### src/rtl/mips_multicycle_control_32.sv
// Multicycle main control FSM for the 32-bit MIPS datapath: Moore controls, mem_ready stalls.
// Optional feature: define MC_ADDI_EN to decode addi through ADDI_EXEC/ADDI_WB.
module mips_multicycle_control_32 (
    input  logic       clk,
    input  logic       rst_n,
    input  logic [5:0] opcode,
    input  logic [5:0] func,
    input  logic       mem_ready,
    output logic       pc_write,
    output logic       pc_write_cond,
    output logic       i_or_d,
    output logic       mem_read,
    output logic       mem_write,
    output logic       ir_write,
    output logic       mem_to_reg,
    output logic       reg_dst,
    output logic       reg_write,
    output logic       alu_src_a,
    output logic [1:0] alu_src_b,
    output logic [1:0] pc_source,
    output logic [1:0] alu_op,
    output logic       instr_done,
    output logic       err_illegal_opcode,
    output logic [3:0] state
);

`ifdef MC_ADDI_EN
    localparam bit ADDI_EN = 1'b1;
`else
    localparam bit ADDI_EN = 1'b0;
`endif

    localparam logic [5:0] OP_RTYPE = 6'b000000;
    localparam logic [5:0] OP_LW    = 6'b100011;
    localparam logic [5:0] OP_SW    = 6'b101011;
    localparam logic [5:0] OP_BEQ   = 6'b000100;
    localparam logic [5:0] OP_J     = 6'b000010;
    localparam logic [5:0] OP_ADDI  = 6'b001000;
    localparam logic [5:0] FUNC_JR  = 6'b001000;

    typedef enum logic [3:0] {
        S_FETCH     = 4'd0,
        S_DECODE    = 4'd1,
        S_MEM_ADDR  = 4'd2,
        S_MEM_READ  = 4'd3,
        S_MEM_WB    = 4'd4,
        S_MEM_WRITE = 4'd5,
        S_EXECUTE   = 4'd6,
        S_R_WB      = 4'd7,
        S_BRANCH    = 4'd8,
        S_JUMP      = 4'd9,
        S_ADDI_EXEC = 4'd10,
        S_ADDI_WB   = 4'd11,
        S_JR        = 4'd12
    } state_t;

    typedef struct packed {
        logic       pc_write;
        logic       pc_write_cond;
        logic       i_or_d;
        logic       mem_read;
        logic       mem_write;
        logic       ir_write;
        logic       mem_to_reg;
        logic       reg_dst;
        logic       reg_write;
        logic       alu_src_a;
        logic [1:0] alu_src_b;
        logic [1:0] pc_source;
        logic [1:0] alu_op;
        logic       instr_done;
        logic       err_illegal_opcode;
    } ctrl_t;

    state_t     state_reg;
    state_t     state_next;
    logic [5:0] opcode_reg;
    ctrl_t      ctrl;

    always_ff @(posedge clk or negedge rst_n) begin
        if (!rst_n) begin
            state_reg <= S_FETCH;
        end else begin
            state_reg <= state_next;
        end
    end

    // The opcode is captured in DECODE so MEM_ADDR can split lw/sw without relying on IR.
    always_ff @(posedge clk or negedge rst_n) begin
        if (!rst_n) begin
            opcode_reg <= 6'd0;
        end else if (state_reg == S_DECODE) begin
            opcode_reg <= opcode;
        end
    end

    always_comb begin
        state_next = S_FETCH;
        ctrl       = '0;
        case (state_reg)
            S_FETCH: begin
                ctrl.mem_read  = 1'b1;
                ctrl.alu_src_b = 2'b01;
                ctrl.alu_op    = 2'b00;
                ctrl.ir_write  = mem_ready;
                ctrl.pc_write  = mem_ready;
                state_next     = mem_ready ? S_DECODE : S_FETCH;
            end
            S_DECODE: begin
                ctrl.alu_src_b = 2'b11;
                ctrl.alu_op    = 2'b00;
                case (opcode)
                    OP_RTYPE:     state_next = (func == FUNC_JR) ? S_JR : S_EXECUTE;
                    OP_LW, OP_SW: state_next = S_MEM_ADDR;
                    OP_BEQ:       state_next = S_BRANCH;
                    OP_J:         state_next = S_JUMP;
                    OP_ADDI: begin
                        if (ADDI_EN) begin
                            state_next = S_ADDI_EXEC;
                        end else begin
                            ctrl.err_illegal_opcode = 1'b1;
                        end
                    end
                    default:      ctrl.err_illegal_opcode = 1'b1;
                endcase
            end
            S_MEM_ADDR: begin
                ctrl.alu_src_a = 1'b1;
                ctrl.alu_src_b = 2'b10;
                state_next     = (opcode_reg == OP_SW) ? S_MEM_WRITE : S_MEM_READ;
            end
            S_MEM_READ: begin
                ctrl.mem_read = 1'b1;
                ctrl.i_or_d   = 1'b1;
                state_next    = mem_ready ? S_MEM_WB : S_MEM_READ;
            end
            S_MEM_WB: begin
                ctrl.reg_write  = 1'b1;
                ctrl.mem_to_reg = 1'b1;
                ctrl.instr_done = 1'b1;
            end
            S_MEM_WRITE: begin
                ctrl.mem_write  = 1'b1;
                ctrl.i_or_d     = 1'b1;
                ctrl.instr_done = mem_ready;
                state_next      = mem_ready ? S_FETCH : S_MEM_WRITE;
            end
            S_EXECUTE: begin
                ctrl.alu_src_a = 1'b1;
                ctrl.alu_src_b = 2'b00;
                ctrl.alu_op    = 2'b10;
                state_next     = S_R_WB;
            end
            S_R_WB: begin
                ctrl.reg_write  = 1'b1;
                ctrl.reg_dst    = 1'b1;
                ctrl.instr_done = 1'b1;
            end
            S_BRANCH: begin
                ctrl.alu_src_a     = 1'b1;
                ctrl.alu_op        = 2'b01;
                ctrl.pc_write_cond = 1'b1;
                ctrl.pc_source     = 2'b01;
                ctrl.instr_done    = 1'b1;
            end
            S_JUMP: begin
                ctrl.pc_write   = 1'b1;
                ctrl.pc_source  = 2'b10;
                ctrl.instr_done = 1'b1;
            end
            S_JR: begin
                ctrl.pc_write   = 1'b1;
                ctrl.pc_source  = 2'b11;
                ctrl.instr_done = 1'b1;
            end
            // Without the addi feature these two codes fall back to the idle behaviour.
            S_ADDI_EXEC: begin
                if (ADDI_EN) begin
                    ctrl.alu_src_a = 1'b1;
                    ctrl.alu_src_b = 2'b10;
                    state_next     = S_ADDI_WB;
                end
            end
            S_ADDI_WB: begin
                if (ADDI_EN) begin
                    ctrl.reg_write  = 1'b1;
                    ctrl.instr_done = 1'b1;
                end
            end
            default: begin
                state_next = S_FETCH;
            end
        endcase
    end

    // Outputs are forced low combinationally while reset is held, so no enable survives it.
    assign pc_write           = rst_n & ctrl.pc_write;
    assign pc_write_cond      = rst_n & ctrl.pc_write_cond;
    assign i_or_d             = rst_n & ctrl.i_or_d;
    assign mem_read           = rst_n & ctrl.mem_read;
    assign mem_write          = rst_n & ctrl.mem_write;
    assign ir_write           = rst_n & ctrl.ir_write;
    assign mem_to_reg         = rst_n & ctrl.mem_to_reg;
    assign reg_dst            = rst_n & ctrl.reg_dst;
    assign reg_write          = rst_n & ctrl.reg_write;
    assign alu_src_a          = rst_n & ctrl.alu_src_a;
    assign alu_src_b          = rst_n ? ctrl.alu_src_b : 2'b00;
    assign pc_source          = rst_n ? ctrl.pc_source : 2'b00;
    assign alu_op             = rst_n ? ctrl.alu_op : 2'b00;
    assign instr_done         = rst_n & ctrl.instr_done;
    assign err_illegal_opcode = rst_n & ctrl.err_illegal_opcode;
    assign state              = state_reg;

endmodule

### config.mk
export PLATFORM = sky130hd
export DESIGN_NAME = mips_multicycle_control_32
export DESIGN_NICKNAME = d
export VERILOG_FILES = /design/src/rtl/mips_multicycle_control_32.sv
export SDC_FILE = /design/constraint.sdc
export NUM_CORES = 1
export LEC_CHECK = 0
export CORE_MARGIN = 5
export CORE_UTILIZATION = 42
export CTS_CLUSTER_DIAMETER = 30
export DETAILED_ROUTE_END_ITERATION = 8
export GPL_ROUTABILITY_DRIVEN = 0
export GPL_TIMING_DRIVEN = 0
export PLACE_DENSITY = 0.9
export SYNTH_ARGS = -nofsm -noshare
export SYNTH_HDL_FRONTEND = slang
export SYNTH_SLANG_ARGS = --single-unit
### constraint.sdc
create_clock -name clk -period 4.9 [get_ports clk]
set_clock_uncertainty 0.2 [all_clocks]
set_input_delay 1.47 -clock clk [delete_from_list [all_inputs] [get_ports clk]]
set_output_delay 1.47 -clock clk [all_outputs]
set_load 0.02 [all_outputs]
==> impl_summary.md, run 1 <==
Status
The run finished with clean final reports.

Synth
Counting distinct cell types in the post-synthesis netlist gives 35. The fraction of registers with async set or reset after synthesis is between 90% and 100%. The count of mapped cells out of synthesis is 92. Counting every net in the synthesized netlist gives 107. The area of the mapped netlist is 753.2 um2. The share of the Yosys chip area taken by registers is approximately a third.

Each instance of the synthesized netlist takes up on average approximately 8.2 um2. The number of storage elements in the synthesis netlist is 10. The Yosys warning count is 0.

For this run, the leading register cell type out of synthesis is dfrtp_1. The number of enable-type register cells in the synthesized netlist is 0.

GRT
Entering global routing, the biggest net connects 15 pins. The via count of the first global-routing pass came to 855. The overflow left after global routing is 0. The first global-routing pass estimated between 3000 and 4000 um of wire. The number of antenna violations at the first check in global routing is 0. The global-route total usage across every layer is 18.19%.

Timing
Setup slack on the critical path of the routed design comes to 0.1906 ns. The number of endpoints with negative hold slack in the final report is 0. The headroom to the max-slew limit is 64.95%. The final critical path takes up 96.11% of the cycle. The transition at the pin with the smallest max-transition slack is ~0.52 ns. Hold is met by 0.3126 ns. Counting I/O delays and the setup requirement, the final critical path takes 4.709 ns.

The final number of max-transition violations was 0. Setup repair after global routing left no endpoint under its margin. Setup violations remaining at the end of the flow were counted as 0.

The fmax is about 0.21 GHz.

CTS
The clock passes through at most 2 buffers. Clock tree synthesis inserted a total of 3 buffers. The number of sinks handled by clock tree synthesis is 10.

The clock tree from TritonCTS is yes. In this run, post-CTS hold repair placed 0 buffers. The clock latency on the worst-skew pair is approximately 0.26 ns.

Clock-pin slew was measured on the worst setup and hold paths at 0.06 ns. In this run the number of H-tree levels came out at 1. The buffer type at the clock tree root is clkbuf_4.

Finish
The share of cells above drive strength 1 is 16.67%. Relative to the synthesized area, the layout overhead comes to 56.98%. The number of nets in the finished design is 148.

The count of antenna diodes in the layout is 0. The flip-flop count of the largest register after layout is 6. At the end of the flow the core is filled with cells to 69.23%. The final-layout fill cell count is 151.

Job
The number of max-capacitance violations reported is 0.

Route
The number of design-rule violations left by the first detailed-router iteration is 9. The remaining number of nets flagged by the antenna check after routing is 0. The DRC violation count after routing is 0. The pre-antenna-repair detailed-routing pass consisted of 4 iterations. The routed length per instance is roughly 14 um. The total length of routed wires is 2235 um. The number of vias per cell after detailed routing is 5.478.

The via total after detailed routing is 860.

Die
For this configuration, the core starts out at a cell density of between 40 and 50%. The number of core rows is 15. Measured along the y axis, the die boundary spans 52.35 um. The die outline width is 52.35 um. The die covers 2741 um2. The core region is 1708 um2.

For this design the top-level I/O count stands at 37.

Placed design
Summed over all nets, the half-perimeter wirelength after detailed placement is around 1800 um. The placement-stage worst setup slack is -0.5215 ns. The number of buffers inserted by port buffering is 36.

Critical path
At the worst endpoint, the arrival time is 3.04 ns. Along the worst path, the maximum fanout reaches 14. The slowest stage of the critical path is the clkdlybuf4s50_1 cell. The worst setup path is launched from an input pin. The critical path is of the input pin to output port type. The reg-to-reg critical path startpoint is state[1]. Grouping stages by cell kind, the critical path spends the most delay in buffers and inverters. The worst setup path is captured at an output port. The largest incremental delay on the critical path is 0.59 ns. The count of buffering cells on the critical path with inverters included is 2.

In this run the worst setup path begins at rst_n. Walking the worst path, the cells encountered are clkbuf_4 -> nor2b_2 -> nand2_1 -> nor3_1 -> or2_2 -> clkdlybuf4s50_1. STA puts the critical path data required time at 3.23 ns.

Min path
The startpoint identified for the worst hold timing path is opcode_reg[5]. The class of the tightest hold or removal check is flop to flop.

Power and ir drop
The total power divided by cell area is 408.7 nW/um2. The design draws around 0.00048 W. VDD sags by at most 0.2946 mV. The static leakage power is 0.4732 nW.
[layout by cell type (no fill, tap or decap), types with 2 or more instances in the layout]
cell type        count
mux2_2               6
a21oi_1              5
clkdlybuf4s50_1     33
o21ai_0              3
clkbuf_4             4
nor3_1               9
or4_4                2
inv_1                4
dfrtp_1             10
buf_2                3
nand2_1              9
nor4_1               3
clkbuf_1             3
nor2_1              10
or2_2                2
[layer usage]
metal  global-route usage (%)  share of wire (%)  routed length (um)
met5                        0                  0                   0
met4                    8.936                1.5                  34
met3                    3.419                9.1                 203
met2                    33.68                 49                1101
met1                    19.30                 40                 896
[worst paths after layout]
path / endpoint / slack, ns / depth (start not counted)
max: reg_write / 0.19 / 6
min: opcode_reg[5] / 0.31 / 1
max reg2reg: opcode_reg[0] / 3.08 / 3
min reg2reg: opcode_reg[5] / 0.31 / 1
max in group asynchronous: opcode_reg[1] / 3.47 / 1
min in group asynchronous: state[3] / 0.87 / 1
[kinds of logic (layout without fill, tap and decap cells)]
| logic type | Yosys count | in the layout | synth area share [%] |
|---|---|---|---|
| muxes | 7 | 7 | 10.30 |
| xor gates and xnor gates | 2 | 2 | 2.326 |
| and+or+nand+nor | 46 | 46 | 33.56 |
| AOI/OAI and AO/OA | 17 | 17 | 15.12 |
| buffers and inverters | 10 | 50 | 5.480 |
| DFF | 10 | 10 | 33.22 |
[Yosys cell counts (all sizes together) (3+ instances only)]
cell type / n / area [um2]
nand2: 9 / 33.78
a21oi: 5 / 25.02
clkbuf: 3 / 11.26
inv: 4 / 15.01
nor4: 3 / 18.77
mux2: 6 / 67.56
o21ai: 3 / 15.01
nor3: 10 / 55.05
nor2: 10 / 37.54
buf: 3 / 15.01
dfrtp: 10 / 250.2
[cell type report]
cell class | count | area, um2 | area share, %
sequential | 10 | 250.2 | 21.16
inverter | 4 | 15.01 | 1.270
buffer | 6 | 26.28 | 2.222
tap | 25 | 31.28 | 2.646
clock buffer | 4 | 36.28 | 3.069
multi-input combinational | 72 | 464.2 | 39.26
timing repair buffer | 36 | 359.1 | 30.37
[worst reg2reg max path: cells and delay by family (launching register included)]
family / cells / cell delay, ns
multiplexers: 1 / 0.40
AND/OR/NAND/NOR: 2 / 0.67
flip-flops: 1 / 0.44
[report_power, final]
group | internal [W] | leakage [nW] | switching (W) | total [W]
combinational | 0.000127 | 0.328 | 0.000147 | 0.000275
clock | 0.0000451 | 0.0210 | 0.0000282 | 0.0000733
sequential | 0.000116 | 0.124 | 0.0000195 | 0.000135
total | 0.000288 | 0.473 | 0.000195 | 0.000483
[per-stage QoR]
| stage | TNS, ns | cells | area, um2 |
|---|---|---|---|
| after global routing | 0 | 157 | 1182 |
| after CTS | 0 | 157 | 1175 |
| final | 0 | 157 | 1182 |
| after global placement | -4.489 | 153 | 1145 |
| after floorplan | 0 | 92 | 753.2 |
| after detailed placement | -4.933 | 153 | 1145 |
[what timing repair did]
action | CTS | global route
buffers inserted | 0 | 0
setup endpoints to repair | 16 | 2
resized for setup | 6 | 3
No activity file was read; power rests on OpenSTA's default activity.
==> run 2: changes to the inputs <==
- CORE_UTILIZATION: 42 -> 39
- PLACE_DENSITY: 0.9 -> 0.85
==> run 2 against run 1 <==
Net effect: register-to-register slack better by 0.02 ns; combinational power down 3%; non-clock buffer count stayed put; maximum frequency shrank 0.13%; count of clock-buffer cells in the layout did not move; hold slack worse by 0.016 ns; sequential share of layout area barely moved; critical path depth stayed put; global-route usage fell by 1.5 points; utilization shrank 3.1 points.
==> impl_summary.md, run 2 (synthesis results as in run 1) <==
Finish
The count of antenna diodes in the layout is 0. Counting the fill cells in the layout gives 149. The flip-flop count of the largest register after layout is 6.

The share of cells above drive strength 1 is 15.91%. The utilization after layout is 66.18%. The most common library cell in the layout ignoring fill and taps is clkdlybuf4s50_1. The number of nets in the finished design is 148. The library cells used most frequently in the layout, excluding fill and tap cells, are clkdlybuf4s50_1 (33), nor2_1 (10), dfrtp_1 (10). The area growth from synthesis to layout is 56.64%.

CTS
In this run, post-CTS repair resized a total of 5 instances. Clock-pin slew was measured on the worst setup and hold paths at 0.06 ns. Clock tree synthesis selected as its root buffer the cell clkbuf_4. The maximum count of clock buffers along a single path is 2. The number of hold buffers added after CTS was 0. The clock tree from TritonCTS is yes.

The number of sinks handled by clock tree synthesis is 10. The number of H-tree branching levels is 1. The clock latency on the worst-skew pair is approximately 0.27 ns.

The number of post-CTS setup repair buffers is 0. The number of clock buffers added by TritonCTS is 3.

Timing
The transition at the pin with the smallest max-transition slack is 0.4977 ns. The final number of max-transition violations is 0. Based on the critical path, the design can be clocked at up to 0.2121 GHz. The headroom to the max-slew limit is 66.64%.

Setup violations remaining at the end of the flow were counted as 0. Summed over all failing endpoints, the final setup total negative slack is 0 ns. The worst hold slack is 0.2971 ns.

The number of endpoints with negative hold slack in the final report is 0. Setup repair after global routing left no endpoint under its margin. The final critical delay including setup and external delays is ~4.7 ns. The ratio of final minimum period to clock period is 96.24%.

Critical path
The maximum net fanout on the critical path is 14. Among cell families on the critical path, the largest total delay comes from buffers and inverters. The signal on the critical path passes through clkbuf_4 -> nor2b_1 -> nand2_1 -> nor3_1 -> or2_2 -> clkdlybuf4s50_1. For flop-to-flop paths, the worst setup slack is 3.10 ns.

The endpoint identified for the worst register-to-register timing path is opcode_reg[5]. The worst setup path category is input pin to output port. The slowest stage of the critical path is the clkdlybuf4s50_1 cell. The data arrival time of the worst path is 3.05 ns. The worst-case reg-to-reg path depth is 3. The type of element launching the critical path is an input pin.

The worst path required time is 3.23 ns. The worst register-to-register path begins at state[1]. STA classifies the critical path endpoint as an output port. The largest incremental delay on the critical path is 0.59 ns.

Together, buffers and inverters on the worst path number 2.

Die
After floorplanning, the core was divided into 15 placement rows. The starting density of the core is 42.25%. The floorplan step set the die height to 53.95 um. The floorplan step set the die width to 53.95 um. Pin placement for this block handled 37 I/O pins.

The core region is 1783 um2. The total die area is 2910 um2.

Job
Across the run, the number of max-cap violations was 0.

Power and ir drop
The total power is 0.0004751 W. Net switching is 39.39% of the power. The relative contribution of sequential cells to total power is approximately 28%.

The static leakage power is 0.4721 nW. Cell internal power was estimated by the tool at 0.0002880 W. VDD sags by at most 0.2428 mV. The total power divided by cell area is 402.7 nW/um2.

The share of power burned in combinational logic is 56.5%. The clock share of power is approximately 15%. For this design the total switching power over the nets is 0.0001872 W.

GRT
Summed over all layers, the global routing overflow is 0. The number of antenna violations at the first check in global routing is 0. The first global-routing pass estimated between 3000 and 4000 um of wire. Entering global routing, the biggest net connects 15 pins. The global-route total usage across every layer is between 10% and 20%. The via count of the first global-routing pass is 784.

Min path
The class of the tightest hold or removal check is flop to flop. The source of the worst hold timing path is opcode_reg[3]. The endpoint with the worst hold slack is opcode_reg[3]. The number of instances on the worst hold path is 1.

Route
The routed length per instance is 12.93 um. The routed layout has 831 vias. The first routing iteration left 12 violations. The DRC violation count after routing is 0.

Using the TritonRoute via totals, the vias-per-cell ratio works out to 5.293. The remaining number of nets flagged by the antenna check after routing is 0. The first detailed-routing pass ran for 4 iterations. The routed design has 2030 um of wire.

Placed design
The number of buffers inserted by port buffering is 36. The post-DP HPWL is 1669 um.

Status
The flow ran to the end, and the final reports show no timing, DRC or antenna violations.
[run 2: cell count changes in the layout (fill, tap and decap cells not counted)]
| cell | delta |
|---|---|
| nor2b_1 | +1 |
| nor2b_2 | -1 |
[run 2: final cells by class]
| type | count | area [um2] | area share [%] |
|---|---|---|---|
| Multi-Input combinational cell | 72 | 461.7 | 39.13 |
| Timing Repair Buffer | 36 | 359.1 | 30.43 |
| Sequential cell | 10 | 250.2 | 21.21 |
| Clock buffer | 4 | 36.28 | 3.075 |
| Tap cell | 25 | 31.28 | 2.651 |
| Buffer | 6 | 26.28 | 2.227 |
| Inverter | 4 | 15.01 | 1.273 |
[run 2: metrics by stage]
stage | instance area (um2) | setup slack (ns) | instances
final | 1180 | 0.1844 | 157
after global routing | 1180 | 0.03809 | 157
after CTS | 1180 | 0.007771 | 157
after detailed placement | 1145 | -0.4948 | 153
after global placement | 1145 | -0.5120 | 153
after floorplan | 753.2 | 0.6700 | 92
[run 2: how the worst max path moves through the flow]
stage / start / to / slack, ns / cells past startpoint
detailed placement: rst_n / err_illegal_opcode / -0.49 / 5
floorplan: rst_n / reg_write / 0.67 / 4
global route: rst_n / reg_write / 0.04 / 6
CTS: rst_n / reg_write / 0.008 / 6
global placement: rst_n / err_illegal_opcode / -0.51 / 5
finish: rst_n / reg_write / 0.18 / 6
[run 2: per-layer routing]
metal	GRT usage (%)	up-vias	routed length [um]
li1	-	417	-
met1	18.68	379	832
met2	28.23	31	974
met3	4.432	4	183
met4	9.787	0	40
met5	0	-	0
[run 2: power by group through the flow]
stage	clock network, W	logic, W	registers, W
after floorplan	0	0.000173	0.000140
after global placement	0	0.000267	0.000134
after detailed placement	0	0.000271	0.000136
after CTS	0.0000764	0.000269	0.000134
after global routing	0.0000826	0.000295	0.000138
final	0.0000729	0.000268	0.000134
[run 2: worst register-to-register path, delay by kind of cell, from the launching register on]
family | cells | cell delay, ns
multiplexers | 1 | 0.39
AND/OR/NAND/NOR | 2 | 0.65
flip-flops | 1 | 0.44
